### config.mk
export PLATFORM = sky130hd
export DESIGN_NAME = tone_sequencer_flat
export DESIGN_NICKNAME = d
export VERILOG_FILES = /design/src/rtl/tone_sequencer_if.sv /design/src/rtl/tone_sequencer.sv /design/src/flat_wrapper.sv
export SDC_FILE = /design/constraint.sdc
export NUM_CORES = 1
export LEC_CHECK = 0
export CAP_MARGIN = 25
export CORE_UTILIZATION = 40
export CTS_CLUSTER_DIAMETER = 60
export DETAILED_ROUTE_END_ITERATION = 12
export SLEW_MARGIN = 0
export SYNTH_ARGS = -nofsm -noshare
export SYNTH_HDL_FRONTEND = slang
export SYNTH_SLANG_ARGS = --single-unit
### constraint.sdc
create_clock -name clk_i -period 3.15 [get_ports clk_i]
set_clock_uncertainty 0.15 [all_clocks]
set_input_delay 0.315 -clock clk_i [delete_from_list [all_inputs] [get_ports clk_i]]
set_output_delay 0.315 -clock clk_i [all_outputs]
set_load 0.02 [all_outputs]
### src/rtl/tone_sequencer_if.sv
// tone_sequencer_if: song ROM port and tone generator drive bundle of one sequencer channel
interface tone_sequencer_if #(
    parameter int ADDR_W = 8
);
    logic              start;
    logic              stop;
    logic [ADDR_W-1:0] start_addr;
    logic              loop;
    logic [ADDR_W-1:0] rom_addr;
    logic [15:0]       rom_data;
    logic [5:0]        tone;
    logic [3:0]        vol;
    logic              busy;
    logic              note_stb;
    logic              done;

    modport master (
        input  start, stop, start_addr, loop, rom_data,
        output rom_addr, tone, vol, busy, note_stb, done
    );

    modport slave (
        output start, stop, start_addr, loop, rom_data,
        input  rom_addr, tone, vol, busy, note_stb, done
    );
endinterface

### src/rtl/tone_sequencer.sv
// tone_sequencer: walks a song table in ROM and drives TONE/VOL note by note; NOTE_GAP_EN adds a silent gap after each note
module tone_sequencer #(
    parameter int ADDR_W     = 8,
    parameter int BEAT_DIV   = 6250000,
    parameter int GAP_CYCLES = 1000000,
    parameter int TONE_MAX   = 48
) (
    input  logic clk_i,
    input  logic rst_n_i,
    tone_sequencer_if.master bus
);
    localparam int PRE_W = BEAT_DIV > 1 ? $clog2(BEAT_DIV) : 1;

    if (BEAT_DIV < 1 || GAP_CYCLES < 1) begin : g_bad_param
        $error("BEAT_DIV and GAP_CYCLES must be at least 1");
    end

`ifdef NOTE_GAP_EN
    localparam int GAP_W = GAP_CYCLES > 1 ? $clog2(GAP_CYCLES) : 1;
    typedef enum logic [2:0] {IDLE, FETCH, LOAD, PLAY, GAP} state_t;
    logic [GAP_W-1:0] gap_q, gap_d;
`else
    typedef enum logic [1:0] {IDLE, FETCH, LOAD, PLAY} state_t;
`endif

    state_t            state_q, state_d;
    logic [ADDR_W-1:0] addr_q, addr_d, base_q, base_d;
    logic [5:0]        tone_q, tone_d, dur_q, dur_d;
    logic [3:0]        vol_q, vol_d;
    logic [PRE_W-1:0]  pre_q, pre_d;
    logic              stb_q, stb_d, done_q, done_d;

    assign bus.rom_addr = addr_q;
    assign bus.tone     = tone_q;
    assign bus.vol      = vol_q;
    assign bus.busy     = state_q != IDLE;
    assign bus.note_stb = stb_q;
    assign bus.done     = done_q;

    // Register all state and outputs; reset silences the channel and parks at address 0
    always_ff @(posedge clk_i) begin
        if (!rst_n_i) begin
            state_q <= IDLE;
            addr_q  <= '0;
            base_q  <= '0;
            tone_q  <= '0;
            vol_q   <= '0;
            dur_q   <= '0;
            pre_q   <= '0;
            stb_q   <= 1'b0;
            done_q  <= 1'b0;
`ifdef NOTE_GAP_EN
            gap_q   <= '0;
`endif
        end else begin
            state_q <= state_d;
            addr_q  <= addr_d;
            base_q  <= base_d;
            tone_q  <= tone_d;
            vol_q   <= vol_d;
            dur_q   <= dur_d;
            pre_q   <= pre_d;
            stb_q   <= stb_d;
            done_q  <= done_d;
`ifdef NOTE_GAP_EN
            gap_q   <= gap_d;
`endif
        end
    end

    // Next state: STOP overrides everything; otherwise fetch, decode and time each table entry
    always_comb begin
        state_d = state_q;
        addr_d  = addr_q;
        base_d  = base_q;
        tone_d  = tone_q;
        vol_d   = vol_q;
        dur_d   = dur_q;
        pre_d   = pre_q;
        stb_d   = 1'b0;
        done_d  = 1'b0;
`ifdef NOTE_GAP_EN
        gap_d   = gap_q;
`endif
        if (bus.stop) begin
            state_d = IDLE;
            tone_d  = '0;
            vol_d   = '0;
        end else begin
            case (state_q)
                IDLE: if (bus.start) begin
                    base_d  = bus.start_addr;
                    addr_d  = bus.start_addr;
                    state_d = FETCH;
                end
                FETCH: state_d = LOAD;
                LOAD: if (bus.rom_data[5:0] == 6'd0) begin
                    // End marker: looping leaves the current outputs untouched
                    if (bus.loop) begin
                        addr_d  = base_q;
                        state_d = FETCH;
                    end else begin
                        tone_d  = '0;
                        vol_d   = '0;
                        done_d  = 1'b1;
                        state_d = IDLE;
                    end
                end else begin
                    tone_d  = (int'(bus.rom_data[15:10]) > TONE_MAX) ? 6'd0 : bus.rom_data[15:10];
                    vol_d   = bus.rom_data[9:6];
                    dur_d   = bus.rom_data[5:0];
                    pre_d   = '0;
                    stb_d   = 1'b1;
                    state_d = PLAY;
                end
                PLAY: if (pre_q == PRE_W'(BEAT_DIV - 1)) begin
                    pre_d = '0;
                    dur_d = dur_q - 1'b1;
                    if (dur_q == 6'd1) begin
                        addr_d = addr_q + 1'b1;
`ifdef NOTE_GAP_EN
                        vol_d   = '0;
                        gap_d   = '0;
                        state_d = GAP;
`else
                        state_d = FETCH;
`endif
                    end
                end else begin
                    pre_d = pre_q + 1'b1;
                end
`ifdef NOTE_GAP_EN
                GAP: if (gap_q == GAP_W'(GAP_CYCLES - 1)) state_d = FETCH;
                     else gap_d = gap_q + 1'b1;
`endif
                default: state_d = IDLE;
            endcase
        end
    end
endmodule

### src/flat_wrapper.sv
// flat-port wrapper written by rule: the top's interface ports become plain ports
module tone_sequencer_flat 
#(
    parameter int ADDR_W     = 8,
    parameter int BEAT_DIV   = 6250000,
    parameter int GAP_CYCLES = 1000000,
    parameter int TONE_MAX   = 48
)
  (clk_i, rst_n_i, bus_start, bus_stop, bus_start_addr, bus_loop, bus_rom_data, bus_rom_addr, bus_tone, bus_vol, bus_busy, bus_note_stb, bus_done);
  tone_sequencer_if #(.ADDR_W(ADDR_W)) bus_i ();
  input  logic clk_i;
  input  logic rst_n_i;
  input wire logic [$bits(bus_i.start)-1:0] bus_start;
  input wire logic [$bits(bus_i.stop)-1:0] bus_stop;
  input wire logic [$bits(bus_i.start_addr)-1:0] bus_start_addr;
  input wire logic [$bits(bus_i.loop)-1:0] bus_loop;
  input wire logic [$bits(bus_i.rom_data)-1:0] bus_rom_data;
  output wire logic [$bits(bus_i.rom_addr)-1:0] bus_rom_addr;
  output wire logic [$bits(bus_i.tone)-1:0] bus_tone;
  output wire logic [$bits(bus_i.vol)-1:0] bus_vol;
  output wire logic [$bits(bus_i.busy)-1:0] bus_busy;
  output wire logic [$bits(bus_i.note_stb)-1:0] bus_note_stb;
  output wire logic [$bits(bus_i.done)-1:0] bus_done;
  assign bus_i.start = bus_start;
  assign bus_i.stop = bus_stop;
  assign bus_i.start_addr = bus_start_addr;
  assign bus_i.loop = bus_loop;
  assign bus_i.rom_data = bus_rom_data;
  assign bus_rom_addr = bus_i.rom_addr;
  assign bus_tone = bus_i.tone;
  assign bus_vol = bus_i.vol;
  assign bus_busy = bus_i.busy;
  assign bus_note_stb = bus_i.note_stb;
  assign bus_done = bus_i.done;
  tone_sequencer #(.ADDR_W(ADDR_W), .BEAT_DIV(BEAT_DIV), .GAP_CYCLES(GAP_CYCLES), .TONE_MAX(TONE_MAX)) u_core (.clk_i(clk_i), .rst_n_i(rst_n_i), .bus(bus_i));
endmodule
==> impl_metrics.tcl, run 1 <==
set metrics [dict create \
    cellPowerDensity_mw_per_mm2 421 \
    placement_rows 31 \
    yosysTopAreaCellShare_pct 37.8 \
    synthArstFlopShare_pct 0 \
    numCtsBuffers 9 \
    max_freq_ghz 0.404 \
    post_route_minimum_period_ps 2480 \
    chipWidth_um 90.4 \
    ir_drop_v 0.000244 \
    hold_class "reg -> reg" \
    synthesis.instances 356 \
    static-leakage-power_nw 1.44 \
    post_route_cells_drive_above_1_share_pct 10.6 \
    worst_slew_pin_slew_ps 772 \
    cap_violations 0 \
    routedWlPerCell_um 15.1 \
    dieArea_mm2 0.00817 \
    clock_tree_from_tritoncts "built" \
    std_cell_core_area_mm2 0.00741 \
    die_y_extent_um 90.4 \
    cts_hold_fix_bufs 0 \
    syn_nets 394 \
    yosysMostFrequentCell "dfxtp_1" \
    synth_enable_flop_cells 0 \
    synth_largest_area_cell "dfxtp_1" \
    syn2layout_area_growth_pct 27.0 \
    synth_cell_types 60 \
    globalplace.congestion 0.824 \
    grt_antenna_before_repair 0 \
    totalWireLength_mm 7.80 \
    postSynthRegisterBits 59 \
    critical_path.max_fanout 8 \
    place_hpwl_mm 5.63 \
    grt_setup_unrepaired "false" \
    vias 2845 \
    postSynthAreaPerCell_um2 8.78 \
    worst-endpoint-arrival_ps 2560 \
    fin_crit_sh_pct 78.7 \
    timing.critical_path.required_ps 3240 \
    ctsLongestPathBuffers 2 \
    drc 0 \
    cell_types_with_the_largest_area_share_after_synthesis "dfxtp_1 38%, nor2_1 5.3%, mux2i_1 3.8%" \
    critical_path.endpoint_type "flop" \
    drt_first_pass_iters 4 \
    clk_latency_ps 330 \
    postCtsSetupBuffers 0 \
    sum_of_negative_setup_slack_ps 0 \
    drv_slew 0 \
    post_synth_instance_area_mm2 0.00312 \
    regToRegEndpoint "u_core.bus.rom_addr[7]$_SDFFE_PN0P_" \
    worstHoldPathCells 2 \
    grt_pass1_vias 2623 \
    synth_sequential_area_ratio_pct 37.8 \
    clk_pin_slew_worst_paths_ps 70 \
    global_route_met3_utilization_pct 6.14 \
    status "completed" \
    antenna-diode-count 0 \
    dominantRegCellSynth "dfxtp_1" \
    via_per_inst 5.51 \
    start_util_pct 42.2 \
    setup_violations 0 \
    htreeDepth 3 \
    io_buffer_count 49 \
    max_slew_margin_pct 48.5 \
    yosys_warnings 0 \
    timing.hold.worst_endpoint "u_core.pre_q[20]$_SDFFE_PN0P_" \
    design_power_total_w 0.00167 \
    gr-usage-met2_pct 30.3 \
    floorplan.io_pins 50 \
    regToRegSetupSlack_ps 670 \
    clock_tree.root_cell "clkbuf_8" \
    first_pass_grt_wire_length_mm 12.9 \
    path_class "reg -> reg" \
    ys_top_cells_by_count "59 x dfxtp_1, 44 x nor2_1, 28 x nand2_1" \
    cts_resized 0 \
    critical_register_to_register_path_startpoint "u_core.pre_q[0]$_SDFFE_PN0P_" \
    hold_path_startpoint "u_core.pre_q[20]$_SDFFE_PN0P_" \
    critical_path.startpoint_type "flop" \
    design.final.nets 450 \
    track_usage_pct 19.8 \
    initialDrtViolationCount 132 \
    grt_remaining_overflow 0 \
    maximum_number_of_pins_on_one_net_before_global_route_repair 20 \
    number_of_nets_with_antenna_violations_after_detailed_routing 0 \
    busiest_layer "met2" \
    report.final.hold_viol_count 0 \
    reg2reg_depth 7 \
    use_met1_pct 26.8 \
    cts.sink_count 59 \
]
cells by family (layout without fill, tap and decap cells):
kind of cell    Yosys count  count (layout)  synth area share [%]
compound gates           84              84                  20.5
xor+xnor                 19              19                  5.33
fa+ha+maj                 9               9                  3.60
buf+inv                  28              89                  3.92
flops                    59              59                  37.8
mux                      12              12                  3.84
simple gates            145             145                  25.0
cells in the final DEF, fill, tap and decap left out, types with 2 or more instances in the layout:
master,instances
a21oi_1,19
a221o_1,2
a22o_1,4
a22oi_1,11
a311oi_1,5
a31oi_1,3
and3_1,6
and4_1,2
buf_4,12
bufinv_16,2
clkbuf_8,9
clkdlybuf4s50_1,49
clkinv_1,2
clkinv_2,2
clkinvlp_4,3
dfxtp_1,59
ha_1,9
inv_1,10
mux2i_1,12
nand2_1,28
nand2b_1,2
nand3_1,16
nand4_1,14
nand4_2,3
nor2_1,44
nor3_1,7
nor4_1,2
nor4_2,2
o2111ai_1,2
o211ai_1,2
o21a_1,3
o21ai_0,12
o31ai_1,4
o41ai_1,2
or3_1,3
or4_1,6
xnor2_1,8
xor2_1,11
layer usage:
layer | vias up | share of wire (%)
li1 | 1438 | -
met5 | - | 0
met4 | 0 | 0.72
met3 | 4 | 5.9
met1 | 1328 | 50
met2 | 75 | 43
power by group:
group,total (W),internal (W),switching (W)
Combinational,0.000146,0.0000755,0.0000703
Sequential,0.000775,0.000760,0.0000155
Clock,0.000751,0.000442,0.000309
registers in the layout, indices dropped and copies added (netlist names):
signal	flops
u_core.state_q	2
u_core.bus.tone	6
u_core.bus.done	1
u_core.bus.note_stb	1
u_core.bus.vol	4
u_core.dur_q	6
u_core.pre_q	23
u_core.bus.rom_addr	8
u_core.base_q	8
metrics by stage:
stage	instance area, um2	instances	worst slack, ps	utilization, %	hold slack (ps)
finish	3970	516	672	53.6	330
global route	3970	516	468	53.6	366
CTS	3970	516	629	53.6	329
detailed placement	3750	500	390	50.6	319
global placement	3750	500	463	50.6	313
floorplan	3120	356	999	-	243
how the worst max path moves through the flow:
stage,end,slack (ps),start
detailed placement,u_core.bus.rom_addr[3]$_SDFFE_PN0P_,390,bus_rom_data[1]
global route,u_core.bus.rom_addr[5]$_SDFFE_PN0P_,470,u_core.pre_q[0]$_SDFFE_PN0P_
floorplan,u_core.dur_q[2]$_SDFFE_PN0P_,1000,u_core.state_q[0]$_SDFFE_PP0P_
finish,u_core.bus.rom_addr[7]$_SDFFE_PN0P_,670,u_core.pre_q[0]$_SDFFE_PN0P_
CTS,u_core.bus.rom_addr[5]$_SDFFE_PN0P_,630,u_core.pre_q[0]$_SDFFE_PN0P_
global placement,u_core.bus.rom_addr[4]$_SDFFE_PN0P_,460,bus_rom_data[1]
cell type report:
cell class / instances / area, um2
Fill cell: 672 / 3440
Multi-Input combinational cell: 269 / 1820
Sequential cell: 59 / 1180
Timing Repair Buffer: 61 / 581
Clock buffer: 9 / 124
Tap cell: 99 / 124
Clock inverter: 7 / 92.6
Inverter: 12 / 45.0
critical path: stages, from the launching register on:
cell and delay (ps):
dfxtp_1 400, ha_1 200, and3_2 250, nand2_1 150, o41ai_4 640, buf_4 260, a21oi_1 70, a311oi_1 250
Note: power is estimated with default switching activity, not from simulation.
==> run 2: changes to the inputs <==
==> constraint.sdc (replaced) <==
create_clock -name clk_i -period 2.3 [get_ports clk_i]
set_clock_uncertainty 0.15 [all_clocks]
set_input_delay 0.23 -clock clk_i [delete_from_list [all_inputs] [get_ports clk_i]]
set_output_delay 0.23 -clock clk_i [all_outputs]
set_load 0.02 [all_outputs]
==> impl_metrics.tcl, run 2 (synthesis results as in run 1) <==
set metrics [dict create \
    std_cell_core_area_mm2 0.00741 \
    sum_of_negative_setup_slack_ps 0 \
    drv_slew 0 \
    fillCellCount 656 \
    cts_hold_fix_bufs 0 \
    setup_violations 0 \
    htreeDepth 3 \
    syn2layout_area_growth_pct 37.1 \
    io_buffer_count 49 \
    vias 3024 \
    timing.critical_path.to "u_core.state_q[0]$_SDFFE_PP0P_" \
    numCtsBuffers 9 \
    critical_path.max_fanout 11 \
    power.share.combinational_pct 10.4 \
    worstSetupStartpoint "u_core.pre_q[0]$_SDFFE_PN0P_" \
    net_switching_share_of_the_total_power_pct 26.2 \
    status "completed" \
    antenna-diode-count 0 \
    worst_slew_pin_slew_ps 584 \
    initialDrtViolationCount 158 \
    clk_network_pwr_share_pct 41.1 \
    report.final.hold_viol_count 0 \
    clk_latency_ps 340 \
    dpl_cell_area_mm2 0.00403 \
    sequentialPowerShare_pct 48.4 \
    cp_num_buf_inv 0 \
    slowest_stage_cell_cp "o41a_4" \
    hold_path_startpoint "u_core.pre_q[19]$_SDFFE_PN0P_" \
    chipWidth_um 90.4 \
    track_usage_pct 21.4 \
    dieArea_mm2 0.00817 \
    critical_register_to_register_path_startpoint "u_core.pre_q[0]$_SDFFE_PN0P_" \
    floorplan.io_pins 50 \
    via_per_inst 5.45 \
    number_of_nets_with_antenna_violations_after_detailed_routing 0 \
    crit_chain "ha_1 > and3_2 > nand2_1 > o41a_4 > a2111o_1 > a21oi_1" \
    cts.sink_count 59 \
    drt_first_pass_iters 5 \
    max_slew_margin_pct 61.1 \
    post_route_minimum_period_ps 2180 \
    regToRegSetupSlack_ps 120 \
    grt_pass1_vias 2835 \
    globalplace.congestion 0.850 \
    first_pass_grt_wire_length_mm 14.0 \
    largest_register_ff_count 23 \
    grt_antenna_before_repair 0 \
    clock_tree_from_tritoncts "built" \
    post-route-util_pct 57.8 \
    ctsLongestPathBuffers 2 \
    design.final.nets 489 \
    cellPowerDensity_mw_per_mm2 511 \
    routedWlPerCell_um 15.1 \
    hold_class "reg -> reg" \
    fin_crit_sh_pct 94.8 \
    slowest_delay_ps 580 \
    timing.critical_path.required_ps 2430 \
    start_util_pct 42.2 \
    cap_violations 0 \
    static-leakage-power_nw 1.64 \
    internal_power_w 0.00161 \
    drc 0 \
    largest-register "u_core.pre_q" \
    place_hpwl_mm 6.13 \
    grt_setup_unrepaired "false" \
    path_class "reg -> reg" \
    clock_tree.root_cell "clkbuf_8" \
    totalWireLength_mm 8.35 \
    post_route_cells_drive_above_1_share_pct 19.1 \
    stdcell_area_mm2 0.00428 \
    reg2reg_depth 6 \
    net-switching-power_w 0.000573 \
    clk_pin_slew_worst_paths_ps 70 \
    cp_num_cells 6 \
    placement_rows 31 \
    critical_path.startpoint_type "flop" \
    regToRegEndpoint "u_core.state_q[0]$_SDFFE_PP0P_" \
    maximum_number_of_pins_on_one_net_before_global_route_repair 20 \
    ir_drop_v 0.000287 \
    worst-endpoint-arrival_ps 2310 \
    timing.critical_path.max_delay_family "compound AO/OA/AOI/OAI gates" \
    critical_path.endpoint_type "flop" \
    most-common-layout-cells "57 x dfxtp_1, 49 x clkdlybuf4s50_1, 47 x buf_4" \
    grt_remaining_overflow 0 \
    max_freq_ghz 0.459 \
    die_y_extent_um 90.4 \
    layout.cells.most_common "dfxtp_1" \
]
## run 2: cell count changes in the layout (fill, tap and decap cells not counted), sizes merged
cell / delta
buf: +39
bufinv: -2
clkbuf: +2
clkinv: +1
clkinvlp: -1
## run 2: routing by layer
metal / part of all wire [%] / up-vias / wire length, um / global-route usage [%]
li1: - / 1525 / - / -
met1: 51 / 1411 / 4230 / 30.6
met2: 42 / 78 / 3550 / 30.5
met3: 5.6 / 10 / 465 / 6.06
met4: 1.3 / 0 / 111 / 7.39
met5: 0 / - / 0 / 0
## run 2: power groups by stage
stage | logic [W] | clock network, W | registers, W
2_1_floorplan | 0.0000875 | 0 | 0.00109
6_report | 0.000228 | 0.000900 | 0.00106
3_5_place_dp | 0.000221 | 0 | 0.00108
3_3_place_gp | 0.000220 | 0 | 0.00108
4_1_cts | 0.000221 | 0.000914 | 0.00106
5_1_grt | 0.000246 | 0.000966 | 0.00106
## run 2: tightest hold or removal path: stages (launching register included)
cell     delay [ps]
dfxtp_1         330
o31ai_1          70
a21oi_1          60
## run 2: how the worst min path moves through the flow
stage	to	slack, ps	depth (start not counted)
finish	u_core.pre_q[19]$_SDFFE_PN0P_	340	2
global route	u_core.bus.done$_SDFF_PP0_	360	2
CTS	u_core.bus.done$_SDFF_PP0_	340	2
detailed placement	u_core.pre_q[20]$_SDFFE_PN0P_	330	2
global placement	u_core.pre_q[20]$_SDFFE_PN0P_	320	2
floorplan	u_core.bus.done$_SDFF_PP0_	160	1
## run 2: repair_timing
action,in CTS,in global routing
setup buffers,0,4
gates resized for setup,0,7
endpoints found under the setup margin,0,24
## run 2: stage by stage
| stage | worst slack [ps] | cells | power [W] | hold slack, ps |
|---|---|---|---|---|
| after floorplan | 149 | 356 | 0.00118 | 158 |
| after global placement | 10.4 | 535 | 0.00130 | 324 |
| after detailed placement | -22.8 | 535 | 0.00130 | 334 |
| after CTS | 2.50 | 551 | 0.00219 | 344 |
| after global routing | 9.74 | 555 | 0.00227 | 357 |
| final | 121 | 555 | 0.00219 | 342 |
## run 2: final cells by class
type,instances,area (um2),share of cell area (%)
Multi-Input combinational cell,269,1840,42.9
Sequential cell,59,1180,27.6
Timing Repair Buffer,100,906,21.2
Clock buffer,11,151,3.53
Tap cell,99,124,2.89
Inverter,12,45.0,1.05
Clock inverter,5,37.5,0.876
==> run 3: changes to the inputs <==
--- a/config.mk
+++ b/config.mk
@@ -5,11 +5,9 @@
 export SDC_FILE = /design/constraint.sdc
 export NUM_CORES = 1
 export LEC_CHECK = 0
-export CAP_MARGIN = 25
 export CORE_UTILIZATION = 40
 export CTS_CLUSTER_DIAMETER = 60
 export DETAILED_ROUTE_END_ITERATION = 12
-export SLEW_MARGIN = 0
 export SYNTH_ARGS = -nofsm -noshare
 export SYNTH_HDL_FRONTEND = slang
 export SYNTH_SLANG_ARGS = --single-unit
==> results of run 3 <==
Same layout as run 2: the final DEF is identical, and so are final timing and power.
